## config.mk

```make
export PLATFORM = sky130hd
export DESIGN_NAME = msg_word_packer
export DESIGN_NICKNAME = d
export VERILOG_FILES = /design/src/rtl/msg_word_packer_pkg.sv /design/src/rtl/msg_word_fifo.sv /design/src/rtl/msg_word_packer.sv
export SDC_FILE = /design/constraint.sdc
export NUM_CORES = 1
export LEC_CHECK = 0
export CAP_MARGIN = 20
export CORE_MARGIN = 8
export CORE_UTILIZATION = 35
export DETAILED_ROUTE_END_ITERATION = 6
export SLEW_MARGIN = 20
export SYNTH_ARGS = -nofsm -noshare
export SYNTH_HDL_FRONTEND = slang
export SYNTH_HIERARCHICAL = 1
export SYNTH_SLANG_ARGS = --single-unit
```

## constraint.sdc

```tcl
create_clock -name clk -period 5.7 [get_ports clk]
set_clock_uncertainty 0.2 [all_clocks]
set_input_delay 0.855 -clock clk [delete_from_list [all_inputs] [get_ports clk]]
set_output_delay 0.855 -clock clk [all_outputs]
set_load 0.1 [all_outputs]
```

## src/rtl/msg_word_packer_pkg.sv

```systemverilog
// Shared types and default sizing for the byte-to-word message packer.
package msg_word_packer_pkg;

    localparam int WORD_BYTES_DEF = 4;
    localparam int DEPTH_DEF      = 16;
    localparam int LEN_W_DEF      = 64;

    typedef enum logic [1:0] {
        IDLE    = 2'd0,
        COLLECT = 2'd1,
        DONE    = 2'd2
    } state_t;

endpackage

```

## src/rtl/msg_word_fifo.sv

```systemverilog
// Synchronous word FIFO; head is shown combinationally from the read pointer.
module msg_word_fifo #(
    parameter int W     = 36,
    parameter int DEPTH = 16
) (
    input  logic                       clk,
    input  logic                       rst,
    input  logic                       push,
    input  logic [W-1:0]               push_data,
    input  logic                       pop,
    output logic [W-1:0]               head,
    output logic [$clog2(DEPTH+1)-1:0] level
);

    localparam int AW = $clog2(DEPTH);
    localparam int LW = $clog2(DEPTH+1);

    logic [W-1:0]  mem [DEPTH];
    logic [AW-1:0] wr_ptr;
    logic [AW-1:0] rd_ptr;

    // Power-of-two depth lets the pointers wrap by natural overflow.
    always_ff @(posedge clk or posedge rst) begin
        if (rst) begin
            wr_ptr <= '0;
            rd_ptr <= '0;
            level  <= '0;
        end else begin
            if (push) wr_ptr <= wr_ptr + AW'(1);
            if (pop)  rd_ptr <= rd_ptr + AW'(1);
            case ({push, pop})
                2'b10:   level <= level + LW'(1);
                2'b01:   level <= level - LW'(1);
                default: level <= level;
            endcase
        end
    end

    always_ff @(posedge clk) begin
        if (push) mem[wr_ptr] <= push_data;
    end

    assign head = mem[rd_ptr];

endmodule

```

## src/rtl/msg_word_packer.sv

```systemverilog
// Packs a byte stream MSB-first into words, tags the message tail and tracks message bit length.
module msg_word_packer
    import msg_word_packer_pkg::*;
#(
    parameter int WORD_BYTES = WORD_BYTES_DEF,
    parameter int DEPTH      = DEPTH_DEF,
    parameter int LEN_W      = LEN_W_DEF
) (
    input  logic                            clk,
    input  logic                            rst,
    input  logic                            in_valid,
    input  logic [7:0]                      in_data,
    input  logic                            in_last,
    output logic                            in_ready,
    output logic                            out_valid,
    output logic [8*WORD_BYTES-1:0]         out_data,
    output logic                            out_last,
    output logic [$clog2(WORD_BYTES+1)-1:0] out_nbytes,
    input  logic                            out_ready,
    output logic [LEN_W-1:0]                msg_bits,
    output logic                            msg_done,
    output logic [$clog2(DEPTH+1)-1:0]      level
);

    localparam int DW  = 8*WORD_BYTES;
    localparam int NBW = $clog2(WORD_BYTES+1);
    localparam int LVW = $clog2(DEPTH+1);
    localparam int FW  = DW + 1 + NBW;

    state_t         state_q, state_d;
    logic [NBW-1:0] fill_q;
    logic [DW-1:0]  acc_q;
    logic [DW-1:0]  word_d;
    logic           accept;
    logic           word_full;
    logic           push;
    logic           pop;
    logic [FW-1:0]  head;
    logic [DW-1:0]  head_data;
    logic           head_last;
    logic [NBW-1:0] head_nbytes;

    assign accept    = in_valid && in_ready;
    assign word_full = (fill_q == NBW'(WORD_BYTES-1));
    assign push      = accept && (word_full || in_last);
    assign pop       = out_valid && out_ready;

    // Drop the incoming byte into the lane selected by the current fill count.
    always_comb begin
        word_d = acc_q;
        for (int b = 0; b < WORD_BYTES; b++) begin
            if (fill_q == NBW'(b)) word_d[DW-1-8*b -: 8] = in_data;
        end
    end

    always_ff @(posedge clk or posedge rst) begin
        if (rst) begin
            acc_q  <= '0;
            fill_q <= '0;
        end else if (accept) begin
            if (push) begin
                acc_q  <= '0;
                fill_q <= '0;
            end else begin
                acc_q  <= word_d;
                fill_q <= fill_q + NBW'(1);
            end
        end
    end

    always_ff @(posedge clk or posedge rst) begin
        if (rst) state_q <= IDLE;
        else     state_q <= state_d;
    end

    always_comb begin
        state_d = state_q;
        if (accept) state_d = in_last ? DONE : COLLECT;
    end

    // Any byte arriving outside COLLECT starts a fresh message count.
    always_ff @(posedge clk or posedge rst) begin
        if (rst) begin
            msg_bits <= '0;
            msg_done <= 1'b0;
        end else begin
            msg_done <= accept && in_last;
            if (accept) begin
                if (state_q == COLLECT) msg_bits <= msg_bits + LEN_W'(8);
                else                    msg_bits <= LEN_W'(8);
            end
        end
    end

    msg_word_fifo #(
        .W     (FW),
        .DEPTH (DEPTH)
    ) u_fifo (
        .clk       (clk),
        .rst       (rst),
        .push      (push),
        .push_data ({in_last, fill_q + NBW'(1), word_d}),
        .pop       (pop),
        .head      (head),
        .level     (level)
    );

    assign {head_last, head_nbytes, head_data} = head;

    // Mask the uninitialised storage so an empty FIFO presents all-zero outputs.
    assign in_ready   = (level != LVW'(DEPTH));
    assign out_valid  = (level != '0);
    assign out_data   = out_valid ? head_data   : '0;
    assign out_last   = out_valid ? head_last   : 1'b0;
    assign out_nbytes = out_valid ? head_nbytes : '0;

endmodule

```

==> impl_results.md, run 1 <==
* Seq cells post-synth at between 600 and 700
* Htree depth at 3
* 1st-iter DRT viols at 1338
* Post-synth ARST share at 16.3%
* Std-Cell Rows at 103
* Cell Area, Placed at between 0.03 and 0.04 mm^2
* CTS buffer count at 73
* Fillcell total at just under 7000
* Crit path capture type: primary output
* Setup WS post-layout at 809 ps
* Worst-path clk slew at 60 ps
* Vias in the first global route at about 16000
* Die Span Y at 298 um
* Initial Util at 35.2%
* Total net switching power at 0.00690 W
* WP data required at between 4000 and 5000 ps
* DR vias/cell at 5.33
* Power Internal at 0.0111 W
* Finished Cell Area at 0.0328 mm^2
* Pre-CTS setup slack at 1390 ps
* GPL Wtd Cong at 0.792
* Max-Slew Margin vs Limit at 24.2%
* Cts hold-fix bufs at 0
* Crit path arrival time at ~3800 ps
* Hold Crit Start: acc_q[13]$_DFFE_PP0P_
* Final Setup Violations at 0
* Synth Warn # at 6
* Met3 wire length at approximately 5.5 mm
* DP HPWL at 39.0 mm
* CTS Buffer Depth at 3
* Final count of hold timing violations at 0
* Die X at 298 um
* Crit path from: u_fifo/level[1]$_DFFE_PP0P_
* Sum Neg Setup Slack at 0 ps
* Startpoint Class: register
* Share of layout cells above drive strength 1 at approximately 22%
* Clock root cell: clkbuf_16
* Highest metal used: met5
* Crit Path Category: register to primary output
* Total GRT Usage at between 10% and 20%
* Vias at around 15000
* Tot Pwr at 0.0180 W
* Most common cell after layout, fill and taps aside: edfxtp_1
* Number of synthesized flops with an enable pin at 576
* Initial antenna violation count at 2
* Cell Area, Synth at 0.0277 mm^2
* Combinational share of power at about two fifths
* Area leader, netlist: edfxtp_1
* Post-CTS Setup Bufs at 0
* Full die area at 0.0885 mm^2
* Leak pwr at 11.2 nW
* Clk_lat worst skew at 630 ps
* Ant. Diodes at 0
* Core Box Area at between 0.07 and 0.08 mm^2
* TritonCTS clock tree: yes
* Met1 Wirelength at between 20 and 30 mm
* Hold Crit Class: register to register
* Seq pwr share at a little over a third
* Largest net degree at the start of global routing at 65
* Post-Syn Instances at 1558
* Post-cts resize count at 0
* Sequential share of the synthesized area at 72.5%
* PortBufs at 117
* Boundary pin count at ~120
* Final period util at a little under nine tenths
* Post-synth top flop: edfxtp_1
* Power density over the cells at 548 mW/mm^2
* Worst r2r src: u_fifo/level[1]$_DFFE_PP0P_
* First-pass GRT wire length at between 100 and 150 mm
* Pre-antenna DRT Iters at 5
* Sw Ratio at 38.4%
* R2R setup slack at 1700 ps
* Area Overhead vs Synth at 18.2%
* Peak VDD IR at 0.354 mV
* Remaining global-route overflow at 0
* Yosys cell types at 50
* Met2 WL at 32.2 mm
* Commonest non-fill, non-tap cells in the layout: edfxtp_1 (576), mux4_2 (144), nand2_1 (128)
* Area share of the largest cell type after synthesis at 62.4%
* Syn avg cell area at ~18 um^2
* Outcome: finished, final reports clean
* Routed Wire Length at slightly below 70 mm
* Layout Nets at 1750
* Pins Over Slew Limit at 0
* Antenna viol nets, final at 0
* Clock Sink Count at 688
* Max frequency at 204 MHz
* RSZ-0062 raised after global routing: false
* Max-Cap Viols at 0
* WL/cell at 24.1 um
* Slew @ Worst Pin at 1130 ps
* Clock power share at a little over a quarter
* Crit path max fanout at 23
* Main area contributors after synthesis: edfxtp_1 (62%), mux4_2 (12%), dfrtp_1 (10%)
* Fin crit period at between 4000 and 5000 ps
* Drc violations at 0
-- cells by family (layout without fill, tap and decap cells) --
family	after synthesis	after routing	share of synthesized area, %
flip-flops	688	688	72.5
AND/OR/NAND/NOR	377	377	7.14
multiplexers	178	178	13.1
AO/OA/AOI/OAI	166	166	3.96
buffers and inverters	98	313	1.59
XOR/XNOR	35	35	1.11
adder cells (fa/ha/maj)	15	15	0.677
other	1	3	0.0135
-- critical path, stage by stage, from the launching register on --
cell,delay [ps]
dfrtp_1,470
nor4_1,470
nor2b_4,590
buf_4,430
and2b_2,270
clkdlybuf4s50_1,970
-- sequential cells by signal, indices dropped and copies added, names as in the netlist --
signal and cells:
u_fifo/rd_ptr 4, msg_done 1, acc_q 32, state_q 2
fill_q 3, u_fifo/level 5, msg_bits 61, u_fifo/wr_ptr 4
u_fifo/mem 576
-- path summary, 6_finish.rpt --
kind | to | cells after the start
worst max-delay path | out_data[4] | 5
worst min-delay path | acc_q[13]$_DFFE_PP0P_ | 2
worst max register to register | u_fifo/level[4]$_DFFE_PP0P_ | 11
worst min register to register | acc_q[13]$_DFFE_PP0P_ | 2
max in group asynchronous | acc_q[16]$_DFFE_PP0P_ | 3
min in group asynchronous | u_fifo/rd_ptr[1]$_DFFE_PP0P_ | 2
-- power groups by stage --
stage	Clock, W	Combinational [W]	Sequential [W]
6_report	0.00468	0.00684	0.00645
4_1_cts	0.00478	0.00697	0.00645
3_5_place_dp	0	0.00695	0.00655
3_3_place_gp	0	0.00689	0.00653
2_1_floorplan	0	0.00499	0.00657
5_1_grt	0.00496	0.00724	0.00648
-- metrics by stage --
stage	util [%]	hold slack, ps	cells
after floorplan	-	241	1560
after global placement	38.6	252	2697
after detailed placement	38.6	259	2697
after CTS	41.6	273	2825
after global routing	41.6	286	2825
final	41.6	272	2825
-- cell type report --
type                       instances  area [um^2]  area share, %
multi-input combinational        774         7270           22.2
sequential                       688        20100           61.3
tap                             1050         1310           4.01
clock inverter                    31          348           1.06
inverter                          20         77.6          0.237
timing repair buffer             165         1640           4.99
clock buffer                      97         2040           6.21
-- metal layers --
| layer | vias up | track usage, % |
|---|---|---|
| li1 | 6511 | - |
| met1 | 7938 | 20.1 |
| met2 | 517 | 24.3 |
| met3 | 97 | 4.41 |
| met4 | 4 | 3.46 |
| met5 | - | 0 |
-- Yosys cell counts, drive strengths merged (5+ instances only) --
cell type and number:
mux4 144, xor2 23, nand4 27, o31ai 12
a21oi 35, edfxtp 576, inv 20, or3 22
dfrtp 112, xnor2 12, nor2 44, buf 42
ha 15, clkbuf 36, and3 5, nor2b 34
nor4 5, o21ai 33, nand3 47, and2b 16
and2 18, or4 11, a22oi 72, mux2 34
nand2 129, nor3 11
Note: power is estimated with default switching activity, not from simulation.
==> inputs of run 2 (changes only) <==
--- a/config.mk
+++ b/config.mk
@@ -9,6 +9,8 @@
 export CORE_MARGIN = 8
 export CORE_UTILIZATION = 35
 export DETAILED_ROUTE_END_ITERATION = 6
+export HOLD_SLACK_MARGIN = 0.12
+export MAX_ROUTING_LAYER = met4
 export SLEW_MARGIN = 20
 export SYNTH_ARGS = -nofsm -noshare
 export SYNTH_HDL_FRONTEND = slang
==> run 2 against run 1 <==
Against the previous run: sequential power is essentially flat; power is essentially flat; maximum frequency grew 0.25%; register-to-register slack is essentially flat; die area is the same; flip-flop and latch count is the same; critical path type unchanged.
==> impl_results.md, run 2 (same netlist as run 1, synthesis figures left out) <==
* Outcome: finished, final reports clean
* GPL Wtd Cong at 0.803
* Cts hold-fix bufs at 0
* Vias at 15100
* WL/cell at about 24 um
* Crit path capture type: primary output
* CTS buffer count at 73
* Fillcell total at 6875
* Final Setup Violations at 0
* Pre-CTS setup slack at about 1400 ps
* Antenna viol nets, final at 0
* Pre-antenna DRT Iters at 5
* Full die area at 0.0885 mm^2
* Final period util at 85.6%
* Max-Slew Margin vs Limit at 24.1%
* Setup WS post-layout at between 800 and 900 ps
* Drc violations at 0
* Initial antenna violation count at 2
* TritonCTS clock tree: yes
* Largest net degree at the start of global routing at 65
* Crit path max fanout at 23
* Power density over the cells at roughly 550 mW/mm^2
* Startpoint Class: register
* Clock root cell: clkbuf_16
* Leak pwr at 11.2 nW
* Peak VDD IR at between 0.3 and 0.4 mV
* Crit path arrival time at 3820 ps
* Pins Over Slew Limit at 0
* First-pass GRT wire length at a little over 100 mm
* Layout Nets at 1750
* DR vias/cell at 5.33
* Top reg by flops: u_fifo/mem
* Core Box Area at slightly below 0.08 mm^2
* Most common cell after layout, fill and taps aside: edfxtp_1
* CTS Buffer Depth at 3
* Routed Wire Length at between 60 and 70 mm
* Sum Neg Setup Slack at 0 ps
* Util after Layout at 41.7%
* WP data required at approximately 4600 ps
* Max reg flops at 576
* Boundary pin count at 121
* Slew @ Worst Pin at between 1000 and 1500 ps
* Post-cts resize count at 0
* Clk_lat worst skew at 630 ps
* Post-CTS Setup Bufs at 0
* Area Overhead vs Synth at 18.2%
* Htree depth at 3
* Clock Sink Count at just under 700
* Hold Crit Class: register to register
* Die X at a little under 300 um
* Fin crit period at 4880 ps
* Top Registers: u_fifo/mem: 576 flops, msg_bits: 61 flops, acc_q: 32 flops
* Total GRT Usage at between 10% and 20%
* Std-Cell Rows at 103
* Share of layout cells above drive strength 1 at between 20 and 25%
* RSZ-0062 raised after global routing: false
* Commonest non-fill, non-tap cells in the layout: edfxtp_1 (576), mux4_2 (144), nand2_1 (128)
* Max frequency at 205 MHz
* DP HPWL at 39.0 mm
* Initial Util at between 30% and 40%
* Die Span Y at 298 um
* Remaining global-route overflow at 0
* PortBufs at 117
* Max-Cap Viols at 0
* Final count of hold timing violations at 0
* Vias in the first global route at 16000
* Crit Path Category: register to primary output
* Worst-path clk slew at 60 ps
* 1st-iter DRT viols at 1365
run 2: cell types whose count changed in the layout (fill, tap and decap cells not counted):
cell / change
diode_2: +2
run 2: report_power, final:
part	switching [W]	internal (W)	leakage [nW]	total [W]
clock network	0.00196	0.00271	1.17	0.00467
logic	0.00468	0.00216	3.18	0.00684
registers	0.000256	0.00619	6.83	0.00644
total	0.00690	0.0111	11.2	0.0180
run 2: metal layers:
layer | GRT usage, % | wire, um
met3 | 4.18 | 5590
met2 | 24.2 | 32100
met1 | 20.4 | 29000
met4 | 3.46 | 1210
met5 | - | 0
run 2: path summary, 6_finish.rpt:
check	end	from	slack (ps)	depth (start not counted)
min reg2reg	acc_q[17]$_DFFE_PP0P_	acc_q[17]$_DFFE_PP0P_	270	2
max	out_data[4]	u_fifo/level[1]$_DFFE_PP0P_	820	5
min in group asynchronous	u_fifo/rd_ptr[1]$_DFFE_PP0P_	rst	530	2
max reg2reg	u_fifo/level[4]$_DFFE_PP0P_	u_fifo/level[1]$_DFFE_PP0P_	1710	11
max in group asynchronous	acc_q[16]$_DFFE_PP0P_	rst	3570	3
min	acc_q[17]$_DFFE_PP0P_	acc_q[17]$_DFFE_PP0P_	270	2
run 2: critical path, stage by stage, from the launching register on:
cell	delay [ps]
dfrtp_1	470
nor4_1	470
nor2b_4	580
buf_4	420
and2b_2	270
clkdlybuf4s50_1	970
run 2: cell type report:
type | count | area (um^2) | share of cell area (%)
clock inverter | 31 | 348 | 1.06
tap | 1050 | 1310 | 4.01
timing repair buffer | 165 | 1640 | 4.99
antenna | 2 | 5.00 | 0.0153
clock buffer | 97 | 2040 | 6.21
inverter | 20 | 77.6 | 0.237
multi-input combinational | 774 | 7270 | 22.2
sequential | 688 | 20100 | 61.3
run 2: through the flow:
| stage | power (W) | cells | instance area (um^2) | hold WS [ps] |
|---|---|---|---|---|
| detailed placement | 0.0135 | 2697 | 30400 | 259 |
| global placement | 0.0134 | 2697 | 30400 | 252 |
| global route | 0.0187 | 2827 | 32800 | 286 |
| floorplan | 0.0116 | 1560 | 27700 | 241 |
| CTS | 0.0182 | 2825 | 32800 | 273 |
| finish | 0.0180 | 2827 | 32800 | 271 |
==> inputs of run 3 (changes only) <==
--- a/config.mk
+++ b/config.mk
@@ -5,6 +5,7 @@
 export SDC_FILE = /design/constraint.sdc
 export NUM_CORES = 1
 export LEC_CHECK = 0
+export ABC_AREA = 1
 export CAP_MARGIN = 20
 export CORE_MARGIN = 8
 export CORE_UTILIZATION = 35
==> run 3 against run 2 <==
Against the previous run: design area rose by 6.4%; highest routed layer unchanged; combinational power rose by 24%; non-clock buffer count rose by 16; first-iteration DRC count rose by 32%.
==> impl_results.md, run 3 <==
* Outcome: finished, final reports clean
* Sequential share of the synthesized area at 67.0%
* Most common cell after layout, fill and taps aside: edfxtp_1
* Startpoint Class: register
* Vias at 20600
* Final count of hold timing violations at 0
* First-pass GRT wire length at roughly 120 mm
* Post-Syn Instances at 2834
* Crit path max fanout at 72
* Cell Count, Final, Fillers Out at 4147
* Die X at 309 um
* Full die area at 0.0953 mm^2
* WP data required at about 4600 ps
* Seq cells post-synth at about 700
* Max-Slew Margin vs Limit at 23.9%
* TritonCTS clock tree: yes
* Commonest non-fill, non-tap cells in the layout: edfxtp_1 (576), nor2_1 (519), nand2_1 (473)
* Crit path cell chain: inv_6 -> nor2_1 -> nor2_1 -> o21ai_0 -> nand3_1 -> nand3_1 -> nand2_1 -> nand2_1 -> inv_1 -> clkdlybuf4s50_1
* Core Box Area at 0.0850 mm^2
* Util after Layout at just over 40%
* WL/cell at approximately 20 um
* Crit path to: out_data[6]
* R2R cell count at 7
* Sw Ratio at between 40 and 50%
* Power density over the cells at 573 mW/mm^2
* Post-synth ARST share at between 10% and 20%
* Leak pwr at 13.1 nW
* Top Registers: u_fifo/mem: 576 flops, msg_bits: 61 flops, acc_q: 32 flops
* Die Span Y at 309 um
* Final period util at 86.2%
* Total GRT Usage at 17.2%
* Pins Over Slew Limit at 0
* Met3 GRT Util at 2.39%
* Final Setup Violations at 0
* Cts hold-fix bufs at 0
* Worst path buffer plus inverter count at 3
* Peak VDD IR at 0.579 mV
* Std-Cell Rows at roughly 110
* Htree depth at 3
* Placed insts at between 4000 and 5000
* CTS buffer count at 71
* Hold Crit Class: register to register
* Post-synthesis xor/xnor area fraction at 0.496%
* Post-synth top flop: edfxtp_1
* R2R setup slack at 1820 ps
* Synth Warn # at 6
* Total net switching power at slightly below 0.009 W
* Slew @ Worst Pin at 1140 ps
* Area leader, netlist: edfxtp_1
* Post-Synth Simple-Gate Area at 18.9%
* Antenna viol nets, final at 0
* Sum Neg Setup Slack at 0 ps
* Fin crit period at 4920 ps
* Yosys cell types at 39
* Initial Util at roughly a third
* Post-CTS Setup Bufs at 0
* Post-synthesis compound-gate area fraction at 7.24%
* Top post-synthesis cells by count: edfxtp_1 (576), nor2_1 (536), nand2_1 (473), nand3_1 (281), inv_1 (236)
* Area share of the largest cell type after synthesis at 57.7%
* Number of synthesized flops with an enable pin at 576
* Post-Synth Adder-Cell Area at 0.626%
* Main area contributors after synthesis: edfxtp_1 (58%), dfrtp_1 (9.3%), nor2_1 (6.7%)
* Max-Cap Viols at 0
* Combinational share of power at 42.3%
* RSZ-0062 raised after global routing: false
* Fillcell total at 7996
* Ant. Diodes at 0
* PortBufs at around 120
* Power Internal at 0.0112 W
* DR vias/cell at 4.97
* Slowest cell delay on critical path at 1140 ps
* Largest net degree at the start of global routing at approximately 190
* Main combinational cell family by area after synthesis: simple AND/OR/NAND/NOR gates
* Clock root cell: clkbuf_16
* Clk_lat worst skew at 610 ps
* Seq pwr share at 33.3%
* DP HPWL at roughly 48 mm
* CTS Buffer Depth at 3
* Global routing usage on met1 at 23.0%
* GRT busiest layer: met2
* Max frequency at 203 MHz
* Post-cts resize count at 0
* Syn avg cell area at 10.6 um^2
* Mux cell area share after synthesis at 0%
* Slowest CP cell: clkdlybuf4s50_1
* Drc violations at 0
* M2 GR Usage at 27.4%
* Vias in the first global route at 19900
* Worst r2r src: fill_q[0]$_DFFE_PP0P_
* Clock power share at about 25%
* Remaining global-route overflow at 0
* Initial antenna violation count at 1
* Area Overhead vs Synth at 16.3%
* Number of cells on the critical path at 10
* Boundary pin count at 121
* Pre-antenna DRT Iters at 6
* Crit Path Category: register to primary output
* Crit path capture type: primary output
* Crit path from: u_fifo/rd_ptr[0]$_DFFE_PP0P_
* Share of layout cells above drive strength 1 at 9.29%
* Delay-heaviest family, CP: buffers and inverters
* Worst reg2reg path endpoint: u_fifo/mem[13][18]$_DFFE_PP_
* 1st-iter DRT viols at between 1500 and 2000
* Layout Nets at 2972
* Crit path arrival time at 3860 ps
* Clock Sink Count at 688
* Cell Area, Synth at about 0.03 mm^2
* Max reg flops at around 580
* Top reg by flops: u_fifo/mem
* Most common cell in the netlist: edfxtp_1
* GPL Wtd Cong at between 0.8 and 0.9
* Worst-path clk slew at 60 ps
* Routed Wire Length at 80.9 mm
run 3: power groups by stage:
stage	combinational (W)	sequential [W]	clock (W)
after detailed placement	0.00854	0.00676	0
after global placement	0.00850	0.00675	0
after floorplan	0.00602	0.00684	0
after CTS	0.00857	0.00666	0.00500
final	0.00845	0.00666	0.00489
after global routing	0.00914	0.00670	0.00516
run 3: cell families after synthesis:
group,Yosys count
AO/OA/AOI/OAI,374
XOR/XNOR,17
adder cells (fa/ha/maj),15
buffers and inverters,388
flip-flops,688
other,1
AND/OR/NAND/NOR,1351
run 3: worst min path at each step:
| stage | from | end | cells past startpoint |
|---|---|---|---|
| floorplan | acc_q[6]$_DFFE_PP0P_ | acc_q[6]$_DFFE_PP0P_ | 2 |
| finish | acc_q[2]$_DFFE_PP0P_ | acc_q[2]$_DFFE_PP0P_ | 2 |
| detailed placement | acc_q[3]$_DFFE_PP0P_ | acc_q[3]$_DFFE_PP0P_ | 2 |
| global placement | acc_q[2]$_DFFE_PP0P_ | acc_q[2]$_DFFE_PP0P_ | 2 |
| global route | acc_q[5]$_DFFE_PP0P_ | acc_q[5]$_DFFE_PP0P_ | 2 |
| CTS | acc_q[2]$_DFFE_PP0P_ | acc_q[2]$_DFFE_PP0P_ | 2 |
run 3: area by class of cell:
type | count | area [um^2] | area share, %
tap | 1144 | 1430 | 4.10
inverter | 242 | 925 | 2.65
clock buffer | 87 | 1920 | 5.50
sequential | 688 | 20100 | 57.6
timing repair buffer | 181 | 1610 | 4.63
clock inverter | 45 | 556 | 1.59
multi-input combinational | 1760 | 8340 | 23.9
run 3: worst register-to-register path, cell delays in order (launching register included):
cell and delay, ps:
dfrtp_1 370, ha_1 160, ha_1 580, nor2_2 100, nor2_1 600, nand2_1 430, nor2_4 730, buf_4 410
run 3: through the flow:
stage	power, W	setup WS (ps)	instance area, um^2	hold WS [ps]
finish	0.0200	785	34900	263
global route	0.0210	511	34900	281
detailed placement	0.0153	1360	32400	254
floorplan	0.0129	992	30000	237
CTS	0.0202	682	34900	268
global placement	0.0153	1300	32400	249
run 3: layer usage:
metal  up-vias  part of all wire (%)  routed length [um]
li1       9839                     -                   -
met2       677                    47               38200
met3       111                   6.6                5320
met4         0                   2.6                2070
met5         -                     0                   0
met1      9981                    44               35300
